===== config.mk =====
export PLATFORM = sky130hd
export DESIGN_NAME = mem_lsu_split
export DESIGN_NICKNAME = d
export VERILOG_FILES = /design/src/rtl/mem_lsu_split.sv
export SDC_FILE = /design/constraint.sdc
export NUM_CORES = 1
export LEC_CHECK = 0
export BUFFER_PORTS_ARGS = -buffer_cell sky130_fd_sc_hd__buf_2
export CAP_MARGIN = 0
export CORE_MARGIN = 2
export CORE_UTILIZATION = 30
export DETAILED_ROUTE_END_ITERATION = 8
export MAX_ROUTING_LAYER = met4
export PLACE_DENSITY = 0.48
export SETUP_SLACK_MARGIN = 0.05
export SYNTH_ARGS = -nofsm -noshare
export SYNTH_HDL_FRONTEND = slang
export SYNTH_SLANG_ARGS = --single-unit

===== constraint.sdc =====
create_clock -name clk_i -period 6.1 [get_ports clk_i]
set_clock_uncertainty 0.15 [all_clocks]
set_input_delay 0.305 -clock clk_i [delete_from_list [all_inputs] [get_ports clk_i]]
set_output_delay 0.305 -clock clk_i [all_outputs]
set_load 0.1 [all_outputs]

===== src/rtl/mem_lsu_split.sv =====
// mem_lsu_split: load/store unit between execute and a single-port data bus.
// Latches each request, aligns every bus address, splits word-crossing
// accesses into two beats (merging load data), and faults illegal accesses.

package core_pkg;
    typedef enum logic [1:0] {
        MemNone  = 2'd0,
        MemLoad  = 2'd1,
        MemStore = 2'd2
    } mem_type_e;
endpackage

module mem_lsu_split #(
    parameter int Xlen            = 32,
    parameter int MaskBits        = Xlen / 8,
    parameter bit SplitMisaligned = 1'b1
) (
    input  logic                clk_i,
    input  logic                rst_ni,
    input  logic                valid_inst_i,
    input  logic [1:0]          mem_type_i,
    input  logic [Xlen-1:0]     addr_i,
    input  logic [Xlen-1:0]     wdata_i,
    input  logic [2:0]          funct3_i,
    output logic [Xlen-1:0]     rdata_o,
    output logic                mem_busy_o,
    output logic                done_o,
    output logic                fault_o,
    input  logic                mem_ready_i,
    output logic                mem_valid_o,
    output logic [Xlen-1:0]     mem_addr_o,
    output logic [Xlen-1:0]     mem_wdata_o,
    output logic [MaskBits-1:0] mem_wmask_o,
    input  logic [Xlen-1:0]     mem_rdata_i,
    input  logic                mem_rvalid_i
);

    localparam int B    = MaskBits;
    localparam int OffW = $clog2(B);
    localparam logic [Xlen-1:0] BeatBytes = Xlen'(B);

    localparam logic [2:0] IDLE = 3'd0;
    localparam logic [2:0] REQ0 = 3'd1;
    localparam logic [2:0] RSP0 = 3'd2;
    localparam logic [2:0] REQ1 = 3'd3;
    localparam logic [2:0] RSP1 = 3'd4;

    logic [2:0]      state;
    logic            is_store_q;
    logic [2:0]      funct3_q;
    logic [OffW-1:0] off_q;
    logic [3:0]      size_q;
    logic [Xlen-1:0] base_q;
    logic            split_q;
    logic [Xlen-1:0] wdata0_q;
    logic [Xlen-1:0] wdata1_q;
    logic [B-1:0]    wmask0_q;
    logic [B-1:0]    wmask1_q;
    logic [Xlen-1:0] beat0_q;

    // request decode signals
    logic            is_store;
    logic [OffW-1:0] off;
    logic [3:0]      size_bytes;
    logic [4:0]      end_pos;
    logic            crosses;
    logic            illegal;
    logic            req;
    logic            accept;
    logic            fault;
    logic [B-1:0]    lane_en;
    logic [2*B-1:0]  mask_wide;
    logic [2*Xlen-1:0] data_wide;

    // response path signals
    logic            rsp_fire;
    logic            finish;
    logic [31:0]     hi_sh;
    logic [Xlen-1:0] raw;
    logic [Xlen-1:0] keep;
    logic            sign;
    logic [Xlen-1:0] ext;

    // Decode the incoming request: size, offset, legality and lane placement
    // of both beats (a double-width shift gives beat 0 low, beat 1 high).
    always_comb begin
        is_store   = (mem_type_i == core_pkg::MemStore);
        off        = addr_i[OffW-1:0];
        size_bytes = 4'd1 << funct3_i[1:0];
        end_pos    = 5'(off) + 5'(size_bytes);
        crosses    = (end_pos > 5'(B));
        illegal    = (funct3_i == 3'd7)
                   || ((Xlen == 32) && ((funct3_i == 3'd3) || (funct3_i == 3'd6)))
                   || (is_store && funct3_i[2])
                   || (crosses && !SplitMisaligned);
        req        = (state == IDLE) && valid_inst_i && (mem_type_i != core_pkg::MemNone);
        accept     = req && !illegal;
        fault      = req && illegal;
        for (int unsigned i = 0; i < B; i++) begin
            lane_en[i] = (i < 32'(size_bytes));
        end
        mask_wide  = {{B{1'b0}}, lane_en} << off;
        data_wide  = {{Xlen{1'b0}}, wdata_i} << {off, 3'b000};
    end

    // Load data: align beat 0, merge beat 1 above it, trim to size and extend.
    always_comb begin
        rsp_fire = ((state == RSP0) || (state == RSP1)) && mem_rvalid_i;
        finish   = rsp_fire && ((state == RSP1) || !split_q);
        hi_sh    = (32'(B) - 32'(off_q)) << 3;
        if (state == RSP1) begin
            raw = beat0_q | (mem_rdata_i << hi_sh);
        end else begin
            raw = mem_rdata_i >> {off_q, 3'b000};
        end
        keep = '0;
        for (int unsigned i = 0; i < B; i++) begin
            keep[8*i +: 8] = {8{i < 32'(size_q)}};
        end
        case (funct3_q[1:0])
            2'd0:    sign = raw[7];
            2'd1:    sign = raw[15];
            2'd2:    sign = raw[31];
            default: sign = raw[Xlen-1];
        endcase
        ext = (raw & keep) | ((!funct3_q[2] && sign) ? ~keep : '0);
    end

    // Drive the bus request and pipeline handshake outputs from the state.
    always_comb begin
        mem_valid_o = (state == REQ0) || (state == REQ1);
        mem_addr_o  = '0;
        mem_wdata_o = '0;
        mem_wmask_o = '0;
        if (state == REQ0) begin
            mem_addr_o  = base_q;
            mem_wdata_o = wdata0_q;
            mem_wmask_o = wmask0_q;
        end else if (state == REQ1) begin
            mem_addr_o  = base_q + BeatBytes;
            mem_wdata_o = wdata1_q;
            mem_wmask_o = wmask1_q;
        end
        done_o     = finish || fault;
        fault_o    = fault;
        mem_busy_o = accept || ((state != IDLE) && !finish);
        rdata_o    = (finish && !is_store_q) ? ext : '0;
    end

    // Sequencer: latch the request on accept, then walk the beats.
    always_ff @(posedge clk_i or negedge rst_ni) begin
        if (!rst_ni) begin
            state      <= IDLE;
            is_store_q <= 1'b0;
            funct3_q   <= '0;
            off_q      <= '0;
            size_q     <= '0;
            base_q     <= '0;
            split_q    <= 1'b0;
            wdata0_q   <= '0;
            wdata1_q   <= '0;
            wmask0_q   <= '0;
            wmask1_q   <= '0;
            beat0_q    <= '0;
        end else begin
            case (state)
                IDLE: begin
                    if (accept) begin
                        is_store_q <= is_store;
                        funct3_q   <= funct3_i;
                        off_q      <= off;
                        size_q     <= size_bytes;
                        base_q     <= {addr_i[Xlen-1:OffW], {OffW{1'b0}}};
                        split_q    <= crosses;
                        wdata0_q   <= is_store ? data_wide[Xlen-1:0] : '0;
                        wdata1_q   <= is_store ? data_wide[2*Xlen-1:Xlen] : '0;
                        wmask0_q   <= is_store ? mask_wide[B-1:0] : '0;
                        wmask1_q   <= is_store ? mask_wide[2*B-1:B] : '0;
                        state      <= REQ0;
                    end
                end
                REQ0: if (mem_ready_i) state <= RSP0;
                RSP0: begin
                    if (mem_rvalid_i) begin
                        if (split_q) begin
                            beat0_q <= raw;
                            state   <= REQ1;
                        end else begin
                            state   <= IDLE;
                        end
                    end
                end
                REQ1: if (mem_ready_i) state <= RSP1;
                RSP1: if (mem_rvalid_i) state <= IDLE;
                default: state <= IDLE;
            endcase
        end
    end

endmodule


==> qor.txt, run 1 <==
Status -> complete, no violations
Routed WL -> 29300 um
Period utilization -> 0.825
Post-Synthesis Cell Area -> 0.00881 mm2
Crit path DAT -> 4580 ps
Fill count -> 2965
DP Cell Count -> 1459
Vias in the first global route -> 8117
Initial Util -> 0.306
Average wire per standard cell -> 19.0 um
Detailed Routing Iterations Pass 1 -> 5
Power density over the cells -> 505 mW/mm2
First-pass GRT wire length -> 45800 um
Worst min path class -> primary input to flop
Layout area overhead -> 26.8%
Num rows -> 62
CTS Buf Count -> 17
Final number of setup-violating endpoints -> 0
FF/Latch Area -> 0.00348 mm2
Drc violations -> 0
Root Driver -> clkbuf_16
Antenna-violating nets left -> 0
CP top delay family -> simple AND/OR/NAND/NOR gates
Worst Setup Start Kind -> flop
Overall die area -> 0.0307 mm2
Number of synthesized flops with an enable pin -> 0
Post-cts resize count -> 0
Number of nets in the layout -> 1252
Total grt overflow -> 0
CTS HTree Levels -> 4
IO Count -> 210
Unique masters post-synth -> 66
Slew HR -> 0.256
Max clock buf depth -> 2
Die Height -> 175 um
Core area -> 0.0288 mm2
CTS Hold Bufs -> 47
DR vias -> 7992
Drt via density -> 5.18
Die Wd -> 175 um
Max_cap viols -> 0
Synth warnings -> 0
Synthesis-stage register bit count -> 139
Ys async rst share -> 1.00
DP HPWL -> 20400 um
IO Port Bufs -> 207
Cells after synthesis -> 925
Leakage -> 0.00531 uW
Min Tclk post-route -> 5030 ps
Worst-Skew Late Latency -> 420 ps
Worst-path clk slew -> 70 ps
CTS tree -> done
CP required -> 5640 ps
Final Util -> 0.388
1st-iter DRT viols -> 524
RSZ-0062 raised after global routing -> false
Syn avg cell area -> 9.52 um2
Fin. Hold Viols -> 0
Seq/Total Area, Yosys -> 0.395
Tot GR Track Use -> 0.196
Max stage delay on crit path -> 890 ps
Layout cell share with drive strength beyond 1 -> 0.333
Clock Sinks -> 139
CP Max Fanout -> 23
Post-Layout Cell Count -> 1543
Multi-input logic area -> 0.00498 mm2
Crit-path slowest cell -> ha_1
Slew Viols, Final -> 0
F_max -> 199 MHz
Initial antenna violation count -> 5
CP Buf/Inv Count -> 2
Cells along the critical path -> clkinv_1 -> ha_1 -> nor2b_1 -> a221oi_2 -> a21boi_0 -> nand4_1 -> nand2_1 -> buf_2
Placer Congestion -> 0.863
Postcts setup bufs -> 0
Critical Path End Type -> output pin
Largest net degree at the start of global routing -> 59
VDD IR-drop max -> 0.276 mV
Most common flop cell mapped by yosys -> dfrtp_1
Critical path type -> flop to output pin
Worst Tran Pin Value -> 1110 ps
Final setup TNS -> 0 ps
==> layer usage <==
layer / up-vias / track usage / routed length (um)
li1: 3773 / - / -
met1: 3927 / 0.249 / 13100
met2: 254 / 0.318 / 14100
met3: 38 / 0.0368 / 1540
met4: 0 / 0.0604 / 612
met5: - / - / 0
==> state kept, by name, indices dropped and copies added, names as in the netlist <==
signal	count
wmask1_q	3
wmask0_q	4
beat0_q	32
wdata0_q	32
off_q	2
split_q	1
wdata1_q	24
funct3_q	3
base_q	30
is_store_q	1
size_q	4
state	3
==> power by group <==
| group | internal (uW) | switching [uW] | leakage, uW | total (uW) |
|---|---|---|---|---|
| Combinational | 917 | 2150 | 0.00323 | 3060 |
| Sequential | 1240 | 279 | 0.00181 | 1520 |
| Clock | 578 | 478 | 0.000275 | 1060 |
| Total | 2730 | 2900 | 0.00531 | 5640 |
==> cell families after synthesis <==
group / after synthesis / share of synthesized area
compound gates: 189 / 0.147
other cells: 1 / 0.000426
fa+ha+maj: 5 / 0.00796
flops: 139 / 0.395
simple gates: 308 / 0.166
buf+inv: 81 / 0.0409
xor+xnor: 28 / 0.0278
mux: 174 / 0.215
==> cells in the mapped netlist, drive strengths merged, types with 13 or more instances <==
master	count	share of area
mux2i	59	0.067
nor2	86	0.037
a22o	18	0.018
xnor2	16	0.016
o21ai	62	0.035
nand3	13	0.0074
buf	23	0.014
clkbuf	45	0.022
nand2	133	0.057
dfrtp	139	0.39
a21oi	27	0.015
mux2	114	0.15
a22oi	24	0.020
a221oi	18	0.019
==> final timing paths <==
| path | from | endpoint | slack (ps) | cells past startpoint |
|---|---|---|---|---|
| worst max-delay path | off_q[0]$_DFFE_PN0P_ | rdata_o[6] | 1070 | 8 |
| worst min-delay path | wdata_i[31] | wdata1_q[23]$_DFFE_PN0P_ | 20 | 2 |
| worst max register to register | off_q[0]$_DFFE_PN0P_ | beat0_q[24]$_DFFE_PN0P_ | 2700 | 6 |
| worst min register to register | wmask0_q[3]$_DFFE_PN0P_ | wmask0_q[3]$_DFFE_PN0P_ | 320 | 2 |
| max in group asynchronous | rst_ni | state[1]$_DFFE_PN0P_ | 4440 | 3 |
| min in group asynchronous | rst_ni | beat0_q[22]$_DFFE_PN0P_ | 240 | 2 |
==> worst reg2reg max path, stage by stage, from the launching register on <==
cell,delay (ps)
dfrtp_1,340
clkinv_1,610
ha_1,900
nor2b_1,720
a221oi_1,160
o21ai_0,260
mux2_2,200
==> final cells by class <==
cell class / count / share of cell area
well taps: 384 / 0.0430
repair buffers: 264 / 0.142
inverters: 13 / 0.00437
flip-flops and latches: 139 / 0.311
multi-input cells: 706 / 0.446
clock inverters: 15 / 0.0138
diodes: 5 / 0.00112
clock buffers: 17 / 0.0381
==> placed cells by master, fill, tap and decap left out, drive strengths merged, types with 13 or more instances in the layout <==
master	n
clkbuf	17
dfrtp	139
a22oi	24
inv	21
a22o	18
nand3	13
a21oi	27
nor2	86
mux2	114
mux2i	59
xnor2	16
nand2	133
o21ai	62
dlygate4sd3	47
buf	217
a221oi	18
==> metrics by stage <==
stage	setup WS [ps]	instance area, um2	hold WS (ps)	power [uW]
2_1_floorplan	2400	8810	-141	3970
3_3_place_gp	1710	10100	143	4560
3_5_place_dp	1600	10100	143	4570
4_1_cts	1120	11200	3.65	5670
5_1_grt	802	11200	12.2	5960
6_report	1070	11200	18.9	5640
No activity file was read; power rests on OpenSTA's default activity.
==> inputs of run 2 (changes only) <==
--- a/config.mk
+++ b/config.mk
@@ -11,7 +11,7 @@
 export CORE_UTILIZATION = 30
 export DETAILED_ROUTE_END_ITERATION = 8
 export MAX_ROUTING_LAYER = met4
-export PLACE_DENSITY = 0.48
+export PLACE_DENSITY = 0.5
 export SETUP_SLACK_MARGIN = 0.05
 export SYNTH_ARGS = -nofsm -noshare
 export SYNTH_HDL_FRONTEND = slang
==> constraint.sdc (replaced) <==
create_clock -name clk_i -period 4.3 [get_ports clk_i]
set_clock_uncertainty 0.15 [all_clocks]
set_input_delay 0.215 -clock clk_i [delete_from_list [all_inputs] [get_ports clk_i]]
set_output_delay 0.215 -clock clk_i [all_outputs]
set_load 0.1 [all_outputs]
==> run 2 against run 1 <==
Net effect:
- highest routed layer unchanged
- core utilization up 2.0 points
- final area up 5.2%
- largest power group unchanged
- sequential share of layout area down 1.5 points
==> qor.txt, run 2 (same netlist as run 1, synthesis figures left out) <==
1st-iter DRT viols -> 575
Area after DPL -> 0.0106 mm2
First-pass GRT wire length -> 45500 um
Clock Sinks -> 139
Worst r2r src -> off_q[0]$_DFFE_PN0P_
Root Driver -> clkbuf_16
Largest regs -> beat0_q (32), wdata0_q (32), base_q (30)
Hold wc startpoint -> wdata_i[9]
RSZ-0062 raised after global routing -> false
Finished layout cell area -> 0.0117 mm2
DP HPWL -> 20400 um
Slew HR -> 0.383
DP Cell Count -> 1462
Die Height -> 175 um
Vias in the first global route -> 8136
CTS tree -> done
Worst Tran Pin Value -> 925 ps
Critical Path End Type -> output pin
DR vias -> 7937
Drc violations -> 0
Leakage -> 0.00545 uW
CP required -> 3930 ps
Worst slack, placed -> 790 ps
Antenna-violating nets left -> 0
IO Count -> 210
Status -> complete, no violations
Max_cap viols -> 0
CP Max Fanout -> 13
Placer Congestion -> 0.840
Total grt overflow -> 0
Routed WL -> 29100 um
Max clock buf depth -> 2
Commonest non-fill, non-tap cell in the layout -> buf_2
Num rows -> 62
Most frequent cells in the layout -> buf_2, dfrtp_1, nand2_1
Die Wd -> 175 um
Critical path type -> flop to output pin
Detailed Routing Iterations Pass 1 -> 5
Worst Setup Start Kind -> flop
Worst min path class -> primary input to flop
Crit path DAT -> 3640 ps
Slew Viols, Final -> 0
Min Tclk post-route -> 4000 ps
Final number of setup-violating endpoints -> 0
Period utilization -> 0.931
Power density over the cells -> 694 mW/mm2
Fin. Hold Viols -> 0
Core area -> 0.0288 mm2
F_max -> 250 MHz
Final setup TNS -> 0 ps
Tot GR Track Use -> 0.193
Overall die area -> 0.0307 mm2
Postcts setup bufs -> 0
Average wire per standard cell -> 18.7 um
Layout cell share with drive strength beyond 1 -> 0.333
CTS HTree Levels -> 4
Number of nets in the layout -> 1260
VDD IR-drop max -> 0.455 mV
Worst-path clk slew -> 60 ps
Final setup margin -> 297 ps
Critical Path Start -> off_q[0]$_DFFE_PN0P_
Layout area overhead -> 33.4%
Post-Layout Cell Count -> 1555
Initial Util -> 0.306
Initial antenna violation count -> 9
IO Port Bufs -> 207
Worst-Skew Late Latency -> 420 ps
Largest net degree at the start of global routing -> 74
CTS Buf Count -> 17
Drt via density -> 5.10
## run 2: cell types whose count changed in the layout (fill, tap and decap cells not counted)
cell / previous run / this run
clkinv_4: 0 / 3
buf_12: 0 / 34
clkinv_2: 1 / 0
inv_6: 5 / 8
clkinvlp_4: 4 / 0
diode_2: 5 / 9
bufinv_16: 1 / 0
dlygate4sd3_1: 47 / 52
buf_2: 206 / 174
buf_4: 10 / 11
## run 2: worst paths after layout
kind | to | slack, ps | cells after the start
worst max register to register | beat0_q[31]$_DFFE_PN0P_ | 1590 | 6
worst max-delay path | rdata_o[30] | 300 | 8
max in group asynchronous | wmask1_q[2]$_DFFE_PN0P_ | 2930 | 3
min in group asynchronous | beat0_q[28]$_DFFE_PN0P_ | 210 | 2
worst min-delay path | wdata0_q[9]$_DFFE_PN0P_ | 20 | 3
worst min register to register | wmask0_q[2]$_DFFE_PN0P_ | 320 | 2
## run 2: layout make-up
type,instances,area (um2)
antenna,9,22.5
clock buffer,17,425
clock inverter,15,141
fill,2875,17000
inverter,13,48.8
multi-input combinational,706,4980
sequential,139,3480
tap,384,480
timing repair buffer,272,2170
## run 2: repair_timing
action	CTS	global route
hold endpoints to repair	125	0
endpoints found under the setup margin	0	1
hold buffers	52	0
gates resized for setup	0	0
## run 2: per-stage QoR
step                      total power, uW  utilization  hold WS [ps]
after floorplan                      5630            -          -231
after global placement               6650        0.370           122
after detailed placement             6690        0.370           116
after CTS                            8200        0.407          1.11
after global routing                 8620        0.408          31.9
final                                8160        0.408          15.6
## run 2: metal layers
| layer | GRT usage | share of wire | vias to the layer above |
|---|---|---|---|
| met5 | - | 0 | - |
| met4 | 0.0556 | 0.019 | 0 |
| met3 | 0.0405 | 0.060 | 30 |
| met2 | 0.314 | 0.48 | 247 |
| met1 | 0.243 | 0.44 | 3866 |
| li1 | - | - | 3794 |
## run 2: critical path, cell delays in order (launching register included)
cell and delay [ps]:
dfrtp_1 350, clkinv_1 80, ha_1 610, nor2b_1 710, a221oi_2 220, a21boi_0 230, nand4_1 490, nand2_1 320
buf_12 200
## run 2: power breakdown
part / internal (uW) / switching (uW) / total [uW] / leakage [uW]
logic: 1480 / 3080 / 4560 / 0.00336
clock network: 772 / 677 / 1450 / 0.000282
registers: 1760 / 393 / 2150 / 0.00181
total: 4010 / 4150 / 8160 / 0.00545
